--- config.mk ---
export PLATFORM = sky130hd
export DESIGN_NAME = planificador_agua
export DESIGN_NICKNAME = d
export VERILOG_FILES = /design/src/rtl/agua_pkg.sv /design/src/rtl/tick_segundos.sv /design/src/rtl/planificador_agua.sv
export SDC_FILE = /design/constraint.sdc
export NUM_CORES = 1
export LEC_CHECK = 0
export ABC_CLOCK_PERIOD_IN_PS = 3500
export BUFFER_PORTS_ARGS = -buffer_cell sky130_fd_sc_hd__buf_2
export CORE_UTILIZATION = 52
export CTS_BUF_LIST = sky130_fd_sc_hd__clkbuf_2
export DETAILED_ROUTE_END_ITERATION = 6
export PLACE_DENSITY = 0.78
export SYNTH_ARGS = -nofsm -noshare
export SYNTH_HDL_FRONTEND = slang
export SYNTH_SLANG_ARGS = --single-unit
--- constraint.sdc ---
create_clock -name clk -period 3.5 [get_ports clk]
set_input_delay 0.7 -clock clk [delete_from_list [all_inputs] [get_ports clk]]
set_output_delay 0.7 -clock clk [all_outputs]
set_load 0.05 [all_outputs]
--- src/rtl/agua_pkg.sv ---
// Shared definitions for the water-path sequencer: state codes, counter width
// and the level-sensor consistency check.
package agua_pkg;

  localparam int CNT_W = 16;

  localparam logic [2:0] ST_REPOSO   = 3'd0;
  localparam logic [2:0] ST_REGANDO  = 3'd1;
  localparam logic [2:0] ST_ESPERA   = 3'd2;
  localparam logic [2:0] ST_LLENANDO = 3'd3;
  localparam logic [2:0] ST_FALLA    = 3'd4;

  // High sensor wet while the low one reads dry cannot happen physically.
  function automatic logic falla_sensor(input logic low_level, input logic high_level);
    return high_level & ~low_level;
  endfunction

endpackage

--- src/rtl/tick_segundos.sv ---
// One-second tick generator; restart realigns the second boundary to the
// current cycle so each timed state starts on a fresh second.
module tick_segundos #(
  parameter int CLK_HZ = 50_000_000
) (
  input  logic clk,
  input  logic rst_n,
  input  logic restart,
  output logic tick
);

  localparam int PW = (CLK_HZ > 1) ? $clog2(CLK_HZ) : 1;

  logic [PW-1:0] pre;

  assign tick = (pre == PW'(CLK_HZ - 1));

  always_ff @(posedge clk) begin
    if (!rst_n || restart) begin
      pre <= '0;
    end else if (tick) begin
      pre <= '0;
    end else begin
      pre <= pre + PW'(1);
    end
  end

endmodule

--- src/rtl/planificador_agua.sv ---
// Water-path sequencer: arbitrates pump and electrovalve on the shared supply,
// times watering, cooldown and tank refill, and flags tank alarms/faults.
module planificador_agua
  import agua_pkg::*;
#(
  parameter int CLK_HZ        = 50_000_000,
  parameter int T_BASE        = 5,
  parameter int T_REPOSO      = 30,
  parameter int T_MAX_LLENADO = 600
) (
  input  logic       clk,
  input  logic       rst_n,
  input  logic       regar,
  input  logic [3:0] maceta,
  input  logic       mod_bomba,
  input  logic       mod_electrov,
  input  logic       low_level,
  input  logic       high_level,
  output logic       activar_b,
  output logic       activar_ev,
  output logic       alarma_tanque,
  output logic       error_llenado,
  output logic [2:0] estado
);

  if ((15 * T_BASE > 65535) || (T_REPOSO > 65535) || (T_MAX_LLENADO > 65535)) begin : g_chk_ancho
    $error("planificador_agua: timing parameter does not fit the 16-bit seconds counter");
  end

  logic [4:0] meta, sinc;
  logic       s_regar, s_bomba, s_ev, s_low, s_high, falla;
  logic [2:0] state, state_nx;
  logic [CNT_W-1:0] cnt, cnt_nx;
  logic       tick, entrada, fin;

  always_ff @(posedge clk) begin
    if (!rst_n) begin
      meta <= '0;
      sinc <= '0;
    end else begin
      meta <= {regar, mod_bomba, mod_electrov, low_level, high_level};
      sinc <= meta;
    end
  end

  assign {s_regar, s_bomba, s_ev, s_low, s_high} = sinc;
  assign falla   = falla_sensor(s_low, s_high);
  assign entrada = (state_nx != state);
  // Last tick of the last second: leaving here makes the state last N*CLK_HZ cycles.
  assign fin     = tick && (cnt <= CNT_W'(1));

  tick_segundos #(.CLK_HZ(CLK_HZ)) u_tick (
    .clk     (clk),
    .rst_n   (rst_n),
    .restart (entrada),
    .tick    (tick)
  );

  always_comb begin
    state_nx = state;
    case (state)
      ST_REPOSO: begin
        if (falla)                                       state_nx = ST_FALLA;
        else if (s_ev && !s_low)                         state_nx = ST_LLENANDO;
        else if (s_regar && s_bomba && s_low && maceta != 4'd0) state_nx = ST_REGANDO;
      end
      ST_REGANDO: begin
        if (falla)         state_nx = ST_FALLA;
        else if (!s_low)   state_nx = s_ev ? ST_LLENANDO : ST_REPOSO;
        else if (!s_bomba) state_nx = ST_REPOSO;
        else if (fin)      state_nx = ST_ESPERA;
      end
      ST_ESPERA: begin
        if (falla)               state_nx = ST_FALLA;
        else if (!s_low && s_ev) state_nx = ST_LLENANDO;
        else if (fin)            state_nx = ST_REPOSO;
      end
      ST_LLENANDO: begin
        if (falla)       state_nx = ST_FALLA;
        else if (s_high) state_nx = ST_REPOSO;
        else if (!s_ev)  state_nx = ST_REPOSO;
        else if (fin)    state_nx = ST_FALLA;
      end
      ST_FALLA: begin
        if (!s_ev && !falla) state_nx = ST_REPOSO;
      end
      default: state_nx = ST_REPOSO;
    endcase
  end

  always_comb begin
    cnt_nx = cnt;
    if (entrada) begin
      case (state_nx)
        ST_REGANDO:  cnt_nx = CNT_W'(maceta) * CNT_W'(T_BASE);
        ST_ESPERA:   cnt_nx = CNT_W'(T_REPOSO);
        ST_LLENANDO: cnt_nx = CNT_W'(T_MAX_LLENADO);
        default:     cnt_nx = '0;
      endcase
    end else if (tick && cnt != '0) begin
      cnt_nx = cnt - CNT_W'(1);
    end
  end

  always_ff @(posedge clk) begin
    if (!rst_n) begin
      state         <= ST_REPOSO;
      cnt           <= '0;
      activar_b     <= 1'b0;
      activar_ev    <= 1'b0;
      alarma_tanque <= 1'b0;
      error_llenado <= 1'b0;
    end else begin
      state         <= state_nx;
      cnt           <= cnt_nx;
      activar_b     <= (state_nx == ST_REGANDO);
      activar_ev    <= (state_nx == ST_LLENANDO);
      alarma_tanque <= (state_nx == ST_LLENANDO) || (state_nx == ST_FALLA) || (!s_low && !s_ev);
      error_llenado <= (state_nx == ST_FALLA);
    end
  end

  assign estado = state;

endmodule

==> results.md <==
* Final WL at 6.12 mm
* Cts hold-fix bufs at 0
* Row count at 28
* Syn nets at 357
* Initial antenna violation count at 0
* Max_slew headroom at 50.9%
* Fin util at 58.2%
* Root Driver: clkbuf_2
* Total CTS buffers at 9
* Syn Std Cell Area at 0.00317 mm^2
* Setup tns final at 0 ns
* Crit end category: register
* Routability cong. at about 0.84
* Port Buffers at 17
* Hpwl dp at approximately 4.3 mm
* Clk sink count at just under 60
* I/O pin total at 18
* Worst-skew pair later-pin latency at roughly 0.50 ns
* VDD IR max at around 380 uV
* Die Ht at between 80 and 90 um
* Routed WL per cell at approximately 14 um
* Req. time, crit path at 3.90 ns
* Cell Count, Final, Fillers Out at around 430
* Cells resized by post-CTS repair at 0
* Overall routing resource usage at a little over a fifth
* Core area at between 0.005 and 0.006 mm^2
* Status: finished, final reports clean
* CTS Buffer Depth at 2
* Clock slew seen by the registers of the worst setup and hold paths at approximately 0.18 ns
* Critical path launch point type: register
* Post-synth EDFFs at 0
* Cell variety after synth at 53
* Max-cap viol count at 0
* DP Area at ~0.0033 mm^2
* Area of the die at 0.00641 mm^2
* Largest net degree at the start of global routing at 36
* Final instance area at between 0.003 and 0.004 mm^2
* Static Leakage at roughly 1.3 nW
* ANT cells at 0
* Yosys reg bits at 59
* RSZ-0062 raised after global routing: false
* Share of cells above drive strength 1 at 19.2%
* Worst-path maximum fanout at 8
* Initial Util at between 50 and 60%
* WS Path Type: reg2reg
* Power Density at 418 mW/mm^2
* Cells after Synth at between 300 and 400
* Hold Fails Final Rpt at 0
* Min Tclk post-route at around 2.8 ns
* TritonRoute pass-1 iters at 4
* Main synth FF type: dfxtp_1
* Total grt overflow at 0
* Seq/Total Area, Yosys at a little under two fifths
* Number of nets in the layout at roughly 370
* Leading area contributor after synthesis: dfxtp_1
* Final period util at between 80% and 90%
* H-Tree Depth at 3
* First-pass GRT wire length at about 10 mm
* DRT antenna net count at 0
* CTS tree: done
* Worst slew pin tran at ~0.74 ns
* Vias per cell at ~5.7
* Setup WS pre-CTS at 0.639 ns
* Ys async rst share at 0%
* YS warnings at 0
* Average size of a mapped cell at roughly 9.4 um^2
* Top post-synthesis cells by count: dfxtp_1 (59), nor2_1 (28), xor2_1 (24)
* Arrival time worst endpoint at approximately 3.2 ns
* Via Count at between 2000 and 2500
* Final setup violation count at 0
* Achievable Freq at about 0.35 GHz
* Setup bufs post-CTS at 0
* Iter 0 DRT Violations at between 150 and 200
* Layout area overhead at 8.18%
* Top-count cell post-synth: dfxtp_1
* Clock Skew at roughly 0.028 ns
* PnR worst setup slack at 0.666 ns
* # fillers at around 530
* Number of global-route vias before repair at ~2400
* Post-synth top area share at between 30% and 40%
* Dpl cells at 418
* Worst hold-check path type: in2reg
* Max-slew violation count at 0
* Synth top area cells: dfxtp_1 (37%), nor3_2 (7.3%), xor2_1 (6.6%)
* Chip width at ~80 um
* DRC Markers at 0
[kinds of logic (layout without fill, tap and decap cells)]
logic type	after synthesis	in the layout	share of synthesized area (%)
compound gates	36	36	9.09
xor+xnor	41	41	11.3
fa+ha+maj	9	9	3.79
buf+inv	22	44	3.60
flops	59	59	37.3
mux	4	4	1.26
simple gates	166	166	33.6
[per-layer routing]
layer / track usage (%) / part of all wire, %
met5: 0 / 0
met4: 10.4 / 2.0
met3: 3.77 / 3.3
met1: 28.0 / 48
met2: 33.0 / 46
[placed cells by master, fill, tap and decap left out, drive strengths merged, types with 7 or more instances in the layout]
cell type  synthesis  layout
o211ai             7       7
o21ai              7       7
nor4              10      10
nor3              34      34
and2              18      18
nand4              8       8
clkbuf             7      10
xnor2             17      17
dfxtp             59      59
inv                9       9
nand3             12      12
nor2              28      28
ha                 8       8
nor2b              8       8
nand2             23      23
buf                6      19
xor2              24      24
[metrics by stage]
step / power, mW / hold slack [ns]
floorplan: 0.920 / 0.412
detailed placement: 0.962 / 0.430
global placement: 0.957 / 0.418
CTS: 1.44 / 0.377
global route: 1.49 / 0.397
finish: 1.43 / 0.388
[registers in the layout, summed over array words and instances (netlist names)]
| name | count |
|---|---|
| error_llenado | 1 |
| alarma_tanque | 1 |
| meta | 5 |
| activar_ev | 1 |
| estado | 3 |
| sinc | 5 |
| u_tick.pre | 26 |
| cnt | 16 |
| activar_b | 1 |
[where the power goes]
group | internal (mW) | switching (mW) | leakage [nW]
Sequential | 0.695 | 0.0312 | 0.479
Combinational | 0.0903 | 0.134 | 0.744
Clock | 0.234 | 0.249 | 0.0770
[cell type report]
type / instances / area, um^2 / area share [%]
clock inverters: 6 / 80.1 / 2.34
flip-flops and latches: 59 / 1180 / 34.5
clock buffers: 10 / 50.0 / 1.46
multi-input cells: 256 / 1870 / 54.7
inverters: 9 / 33.8 / 0.986
well taps: 75 / 93.8 / 2.74
repair buffers: 19 / 113 / 3.29
[critical path, stage by stage, from the launching register on]
cell      delay [ns]
dfxtp_1         0.42
ha_1            0.25
and4_1          0.29
nand2_1         0.10
or4_4           0.57
o21ai_4         0.25
a21boi_2        0.15
o21a_1          0.33
o311a_1         0.39
[path summary, 6_finish.rpt]
check,slack [ns],cells past startpoint,startpoint,endpoint
worst max-delay path,0.67,8,u_tick.pre[0],cnt[2]
worst min-delay path,0.39,2,regar,meta[4]
worst max register to register,0.67,8,u_tick.pre[0],cnt[2]
worst min register to register,0.46,1,meta[1],sinc[1]
Power figures use the tool's default switching activity.
